--- src/rtl/reaction_timer.sv ---
// Single reaction-test trial: random pre-stimulus delay, LED, then measure the
// player's reaction time in ms, flagging early presses and no-press timeouts.
module reaction_timer #(
  parameter int TICK_DIV     = 100000,
  parameter int MIN_DELAY_MS = 1000,
  parameter int TIMEOUT_MS   = 9999
) (
  input  logic        clk,
  input  logic        rst,
  input  logic        start,
  input  logic        btn,
  input  logic [9:0]  rand_num,
  output logic        led_stim,
  output logic        busy,
  output logic        done,
  output logic [13:0] result_ms,
  output logic        early,
  output logic        timeout
);

  localparam int PW = (TICK_DIV > 2) ? $clog2(TICK_DIV) : 1;
  localparam logic [PW-1:0] PRESC_MAX = PW'(TICK_DIV - 1);
  localparam logic [13:0]   MIN_D     = 14'(MIN_DELAY_MS);
  localparam logic [13:0]   TO_MS     = 14'(TIMEOUT_MS);

  typedef enum logic [1:0] {
    S_IDLE = 2'd0,
    S_WAIT = 2'd1,
    S_STIM = 2'd2,
    S_DONE = 2'd3
  } state_t;

  state_t        state_q, state_d;
  logic [PW-1:0] presc_q, presc_d;
  logic [13:0]   ms_q, ms_d;
  logic [13:0]   delay_q, delay_d;
  logic [13:0]   result_q, result_d;
  logic          early_q, early_d;
  logic          timeout_q, timeout_d;
  logic          led_q, led_d;
  logic          busy_q, busy_d;
  logic          done_q, done_d;

  logic          tick;
  logic [13:0]   ms_inc;

  assign tick   = (presc_q == PRESC_MAX);
  assign ms_inc = ms_q + 14'd1;

  always_comb begin
    state_d   = state_q;
    presc_d   = presc_q;
    ms_d      = ms_q;
    delay_d   = delay_q;
    result_d  = result_q;
    early_d   = early_q;
    timeout_d = timeout_q;

    unique case (state_q)
      S_IDLE: begin
        if (start && !btn) begin
          delay_d   = MIN_D + {4'b0000, rand_num};
          presc_d   = '0;
          ms_d      = '0;
          result_d  = '0;
          early_d   = 1'b0;
          timeout_d = 1'b0;
          state_d   = S_WAIT;
        end
      end
      S_WAIT: begin
        presc_d = tick ? '0 : presc_q + PW'(1);
        if (tick) ms_d = ms_inc;
        // A press beats a delay-expiry tick landing in the same cycle.
        if (btn) begin
          early_d  = 1'b1;
          result_d = '0;
          state_d  = S_DONE;
        end else if (tick && ms_inc == delay_q) begin
          presc_d = '0;
          ms_d    = '0;
          state_d = S_STIM;
        end
      end
      S_STIM: begin
        presc_d = tick ? '0 : presc_q + PW'(1);
        if (tick) ms_d = ms_inc;
        if (btn) begin
          result_d = ms_q;
          state_d  = S_DONE;
        end else if (tick && ms_inc == TO_MS) begin
          timeout_d = 1'b1;
          result_d  = TO_MS;
          state_d   = S_DONE;
        end
      end
      S_DONE: begin
        state_d = S_IDLE;
      end
      default: state_d = S_IDLE;
    endcase

    // Outputs are decoded from the next state so they leave a flop directly.
    led_d  = (state_d == S_STIM);
    busy_d = (state_d != S_IDLE);
    done_d = (state_d == S_DONE);
  end

  always_ff @(posedge clk) begin
    if (rst) begin
      state_q   <= S_IDLE;
      presc_q   <= '0;
      ms_q      <= '0;
      delay_q   <= '0;
      result_q  <= '0;
      early_q   <= 1'b0;
      timeout_q <= 1'b0;
      led_q     <= 1'b0;
      busy_q    <= 1'b0;
      done_q    <= 1'b0;
    end else begin
      state_q   <= state_d;
      presc_q   <= presc_d;
      ms_q      <= ms_d;
      delay_q   <= delay_d;
      result_q  <= result_d;
      early_q   <= early_d;
      timeout_q <= timeout_d;
      led_q     <= led_d;
      busy_q    <= busy_d;
      done_q    <= done_d;
    end
  end

  assign led_stim  = led_q;
  assign busy      = busy_q;
  assign done      = done_q;
  assign result_ms = result_q;
  assign early     = early_q;
  assign timeout   = timeout_q;

endmodule

--- config.mk ---
export PLATFORM = sky130hd
export DESIGN_NAME = reaction_timer
export DESIGN_NICKNAME = d
export VERILOG_FILES = /design/src/rtl/reaction_timer.sv
export SDC_FILE = /design/constraint.sdc
export NUM_CORES = 1
export LEC_CHECK = 0
export BUFFER_PORTS_ARGS = -buffer_cell sky130_fd_sc_hd__buf_4
export CORE_ASPECT_RATIO = 1.2
export CORE_MARGIN = 2
export CORE_UTILIZATION = 65
export CTS_BUF_LIST = sky130_fd_sc_hd__clkbuf_2
export DETAILED_ROUTE_END_ITERATION = 8
export PLACE_DENSITY = 0.89
export SETUP_SLACK_MARGIN = 0.02
export SLEW_MARGIN = 5
export SYNTH_ARGS = -nofsm -noshare
export SYNTH_HDL_FRONTEND = slang
export SYNTH_SLANG_ARGS = --single-unit
--- constraint.sdc ---
create_clock -name clk -period 7.2 [get_ports clk]
set_input_delay 0.72 -clock clk [delete_from_list [all_inputs] [get_ports clk]]
set_output_delay 0.72 -clock clk [all_outputs]
set_load 0.05 [all_outputs]
# Word-level counts from Yosys, hierarchy flattened
# Cells that the tools add are included.
dict set report op_classes {
  eq_ne 13
  n_reduce_logical 14
  add_sub_neg 3
  mux 26
}
# cell n
set ops {}
lappend ops {{$mux 14} 7}
lappend ops {{$pmux 14 s3} 2}
lappend ops {{$mux 17} 4}
lappend ops {{$pmux 17 s3} 1}
lappend ops {{$add 17x1->17 const B} 1}
lappend ops {{$eq 17x17->1 const B} 1}
lappend ops {{$add 14x1->14 const B} 1}
lappend ops {{$eq 14x14->1} 1}
lappend ops {{$eq 14x14->1 const B} 1}
lappend ops {{$add 10x10->11 const A} 1}
lappend ops {{$mux 2} 5}
lappend ops {{$eq 2x2->1 const B} 4}
lappend ops {{$ne 2x2->1 const B} 4}
lappend ops {{$pmux 2 s4} 1}
lappend ops {{$reduce_and 4->1} 2}
lappend ops {{$reduce_bool 2->1} 3}
lappend ops {{$mux 1} 4}
lappend ops {{$pmux 1 s2} 2}
lappend ops {{$reduce_and 2->1} 2}
lappend ops {{$logic_and 1x1->1} 3}
lappend ops {{$ne 3x3->1 const B} 1}
lappend ops {{$reduce_and 3->1} 1}
lappend ops {{$reduce_bool 3->1} 1}
lappend ops {{$eq 2x1->1 const B} 1}
lappend ops {{2 further kinds} 2}
dict set report word_totals {
  register_bits 66
}

# Longest topological paths before layout
dict set report depth {
  ltp_word 7
  ltp_mapped 10
  ltp_nobuf 10
}

# Worst setup path before layout
# OpenSTA, ideal clock, no wires.
dict set report synth_path {
  path_kind {reg-to-reg}
  startpoint {register ms_q[4]}
  endpoint {register result_q[0], in the netlist result_ms[0]}
  n_path_buf 2
  path_stages_with_launch 10
  path_slack_ns 4.834
  t_arrival_ns 2.238
  period_less_slack_ns 2.366
  path_cell_list {dfxtp_1 > buf_2 > nand4_2 > nor4_1 > xnor2_1 > nand4_1 > o41ai_2 > buf_4 > mux2i_1 > nor2_1}
}
dict set report synth_between {
  elab_chain_cells 5
}
# item line
set synth_rtl {}
lappend synth_rtl {{from (decl)} 35} ;# logic [13:0] ms_q, ms_d;
lappend synth_rtl {{from (signal assigned)} 124} ;# ms_q <= ms_d;
lappend synth_rtl {{$add 14x1->14} 48} ;# assign ms_inc = ms_q + 14'd1;
lappend synth_rtl {{$eq 14x14->1} 91} ;# end else if (tick && ms_inc == TO_MS) begin
lappend synth_rtl {{$logic_and 1x1->1} 91}
lappend synth_rtl {{$ne 3x3->1 (no line)} --}
lappend synth_rtl {{$reduce_and 4->1 (no line)} --}
lappend synth_rtl {{to (signal assigned)} 126} ;# result_q <= result_d;
lappend synth_rtl {{to (decl)} 37} ;# logic [13:0] result_q, result_d;
# No other way between the ends.
# A chain may end at the register's enable or synchronous reset.

# Worst setup path in the final report
dict set report layout_path {
  startpoint {register ms_q[0]}
  endpoint {register led_q, in the netlist led_stim}
}
dict set report layout_between {
  elab_chain_cells 7
  word_cells_on_any_way 11
}
# item line
set layout_rtl {}
lappend layout_rtl {{$add 14x1->14 *} 48}
lappend layout_rtl {{$eq 14x14->1 (on tied branches)} {91, 79}}
lappend layout_rtl {{$logic_and 1x1->1 (on tied branches)} {91, 79}}
lappend layout_rtl {{$mux 2 (on tied branches)} {91, 79}}
lappend layout_rtl {{$mux 2 (on tied branches)} {88, 75}}
lappend layout_rtl {{$pmux 2 s4 *} 59} ;# unique case (state_q)
lappend layout_rtl {{$eq 2x2->1 *} 104} ;# led_d = (state_d == S_STIM);
lappend layout_rtl {{to (signal assigned)} 129} ;# led_q <= led_d;
lappend layout_rtl {{to (decl)} 40} ;# logic led_q, led_d;
# Mark *: on every way between the ends. The rest lies on a longest branch, timed or not.

==> results.json <==
{
  "maxCapViolCount": 0,
  "ys_seq_elements": 63,
  "gr-total-overflow": 0,
  "drtAntennaViolNets": 0,
  "whs_path_depth": 2,
  "fmax_ghz": 0.288,
  "rsz0062_at_grt": "false",
  "fin_nets": 480,
  "dr.pass1.iters": 5,
  "crit_chain": "ha_1, nand3_1, o21ai_0, a21oi_1, nor4_1, nand4_1, a21oi_1, o21a_1",
  "diodes": 0,
  "highest_layer": "met4",
  "max_stage_delay_ps": 810,
  "arrival_ps": 3930,
  "finalWirelength_um": 8300,
  "tns_ps": 0,
  "hold_slack_ps": 400,
  "start_util_pct": 66.6,
  "cts-resized-gates": 0,
  "portBuffers": 32,
  "wl_met2_um": 3830,
  "clk_pin_slew_ps": 170,
  "critPathCaptureType": "flop",
  "routedWlPerCell_um": 15.8,
  "clockBufferDepth": 2,
  "grt_pass1_wl_um": 14100,
  "slowest_stage": "nand4_1",
  "slew_violations": 0,
  "cts_setup_buffers": 0,
  "synth_ff_type": "dfxtp_1",
  "vdd_drop_max_v": 0.000159,
  "drive_gt1_share_pct": 12.8,
  "netlist_area_mm2": 0.00351,
  "area.growth.synth_to_final_pct": 8.85,
  "clkSinkCount": 63,
  "num_vias": 3302,
  "synth_top_area_cell": "dfxtp_1",
  "tritoncts": "yes",
  "yosysSeqAreaShare_pct": 36.0,
  "drtIter0Drc": 487,
  "rows": 29,
  "hold_end": "delay_q[3]",
  "r2r_start": "ms_q[0]",
  "cts-root-buf": "clkbuf_2",
  "pre_cts_ws_ps": 3820,
  "insertion_delay_ps": 500,
  "antenna_found_initial": 0,
  "min_path_type": "input pin to flop",
  "cts_buffers": 9,
  "htreeDepth": 3,
  "outcome": "complete, no violations",
  "grtUsageTotal_pct": 29.1,
  "ctsHoldBuffers": 0,
  "r2r_cells": 8,
  "async_reset_ff_share_pct": 0,
  "die_w_um": 71.0,
  "utilization_pct": 72.5,
  "finalHoldViolCount": 0,
  "die_height_um": 84.5,
  "fin_skew_ps": 26.0,
  "via_per_inst": 6.30,
  "cp_max_fo": 22,
  "wl_met3_um": 552,
  "leakagePower_uw": 0.00143,
  "syn-num-nets": 463,
  "synth_edf_count": 0,
  "relSlewSlack_pct": 21.4,
  "crit_type": "flop to flop",
  "place.gp.congestion": 0.937,
  "dp_hpwl_um": 5700,
  "core_mm2": 0.00526,
  "dieArea_mm2": 0.00600,
  "min_from": "rand_num[3]",
  "met1Wirelength_um": 3580,
  "io_pins": 33,
  "setup-violations-final": 0,
  "first_global_vias": 3107,
  "yosysTopAreaCellShare_pct": 36.0,
  "ys_warn_count": 0,
  "tightest_slew_ps": 1180,
  "synth.most_common_cell": "dfxtp_1",
  "synth.distinct_cells": 53,
  "cp.buffers_inverters": 0,
  "critPathLaunchType": "flop",
  "synthTopCellsByCount": "dfxtp_1 (63), nor2_1 (57), nand2_1 (41)",
  "cp_common_cell": "a21oi_1",
  "synthTopCellsByArea": "dfxtp_1 (36%), nor2_1 (6.1%), a21oi_1 (4.9%)",
  "critPathRequiredTime_ps": 7660,
  "synth_cells": 441,
  "grt_max_degree": 39,
  "drc": 0,
  "path_delay_family": "simple AND/OR/NAND/NOR gates",
  "worst_slack_ps": 3720,
  "fin_crit_sh_pct": 48.3,
  "r2r_end": "led_stim",
  "synth.avg_cell_area_um2": 7.95,
  "reg2reg_slack_ps": 3720,
  "powerDensity_mw_per_mm2": 225,
  "post-route-min-period_ps": 3480
}
==> layout by cell type, fill, tap and decap left out, types with 2 or more instances in the layout <==
cell type / synthesis / layout
buf_4: 2 / 33
nor3_1: 13 / 13
nor4_1: 2 / 2
o2111ai_1: 3 / 3
a21o_1: 3 / 3
nand4b_1: 2 / 2
xor2_1: 17 / 17
inv_1: 13 / 13
a41oi_1: 7 / 7
nand2b_1: 10 / 10
nand2_1: 41 / 41
a311oi_1: 2 / 2
a211o_1: 2 / 2
clkbuf_2: 0 / 10
and2_1: 4 / 4
o21ai_0: 14 / 14
or2_2: 5 / 5
or3_1: 5 / 5
a21oi_1: 34 / 34
nor2_1: 57 / 57
clkinv_1: 0 / 2
o31ai_1: 2 / 2
nand3_1: 18 / 18
mux2i_1: 8 / 8
xnor2_1: 15 / 15
a21boi_0: 7 / 7
nand4_1: 16 / 16
and3_1: 9 / 9
nor3b_1: 3 / 3
a211oi_1: 8 / 8
ha_1: 8 / 8
a31oi_1: 4 / 4
dfxtp_1: 63 / 63
==> layer usage <==
metal	up-vias	track usage [%]
met2	140	46.0
met1	1540	37.8
li1	1592	-
met5	-	0
met4	0	15.8
met3	30	5.04
==> worst reg2reg max path, stage by stage (launching register included) <==
cell and delay (ps):
dfxtp_1 460, ha_1 410, nand3_1 250, o21ai_0 280, a21oi_1 100, nor4_1 380, nand4_1 810, a21oi_1 590
o21a_1 170
==> stage by stage <==
stage | cells | total power, uW | instance area, um2
detailed placement | 509 | 658 | 3720
global placement | 509 | 653 | 3720
finish | 524 | 860 | 3820
CTS | 524 | 858 | 3820
global route | 524 | 901 | 3820
floorplan | 441 | 597 | 3510
==> registers in the layout, indices dropped and copies added (netlist names) <==
register   flops
busy           1
delay_q       11
done           1
early          1
led_stim       1
ms_q          14
presc_q       17
result_ms     14
state_q        2
timeout        1
==> how the worst max path moves through the flow <==
stage | slack (ps) | to | from | depth (start not counted)
after global placement | 3960 | busy | ms_q[0] | 8
after CTS | 3830 | led_stim | ms_q[0] | 8
final | 3720 | led_stim | ms_q[0] | 8
after global routing | 3390 | busy | ms_q[0] | 8
after detailed placement | 3820 | busy | ms_q[0] | 8
after floorplan | 4830 | result_ms[0] | ms_q[4] | 9
==> cells by family after synthesis <==
kind of cell             after synthesis  share of synthesized area (%)
AO/OA/AOI/OAI                         93                           17.2
XOR/XNOR                              32                           7.99
adder cells (fa/ha/maj)                8                           2.86
buffers and inverters                 40                           4.68
flip-flops                            63                           36.0
multiplexers                           9                           2.61
AND/OR/NAND/NOR                      196                           28.7
==> power by group <==
| part | leakage, uW | total (uW) | internal [uW] | switching (uW) |
|---|---|---|---|---|
| logic | 0.000856 | 270 | 91.6 | 178 |
| clock network | 0.0000629 | 203 | 76.9 | 126 |
| registers | 0.000510 | 388 | 370 | 17.1 |
| total | 0.00143 | 860 | 539 | 322 |
==> final cells by class <==
cell class / instances / area (um2)
Multi-Input combinational cell: 338 / 2080
Sequential cell: 63 / 1260
Timing Repair Buffer: 33 / 248
Clock inverter: 5 / 50.0
Fill cell: 405 / 1450
Tap cell: 62 / 77.6
Inverter: 13 / 48.8
Clock buffer: 10 / 50.0
(Power assumes the default switching activity.)
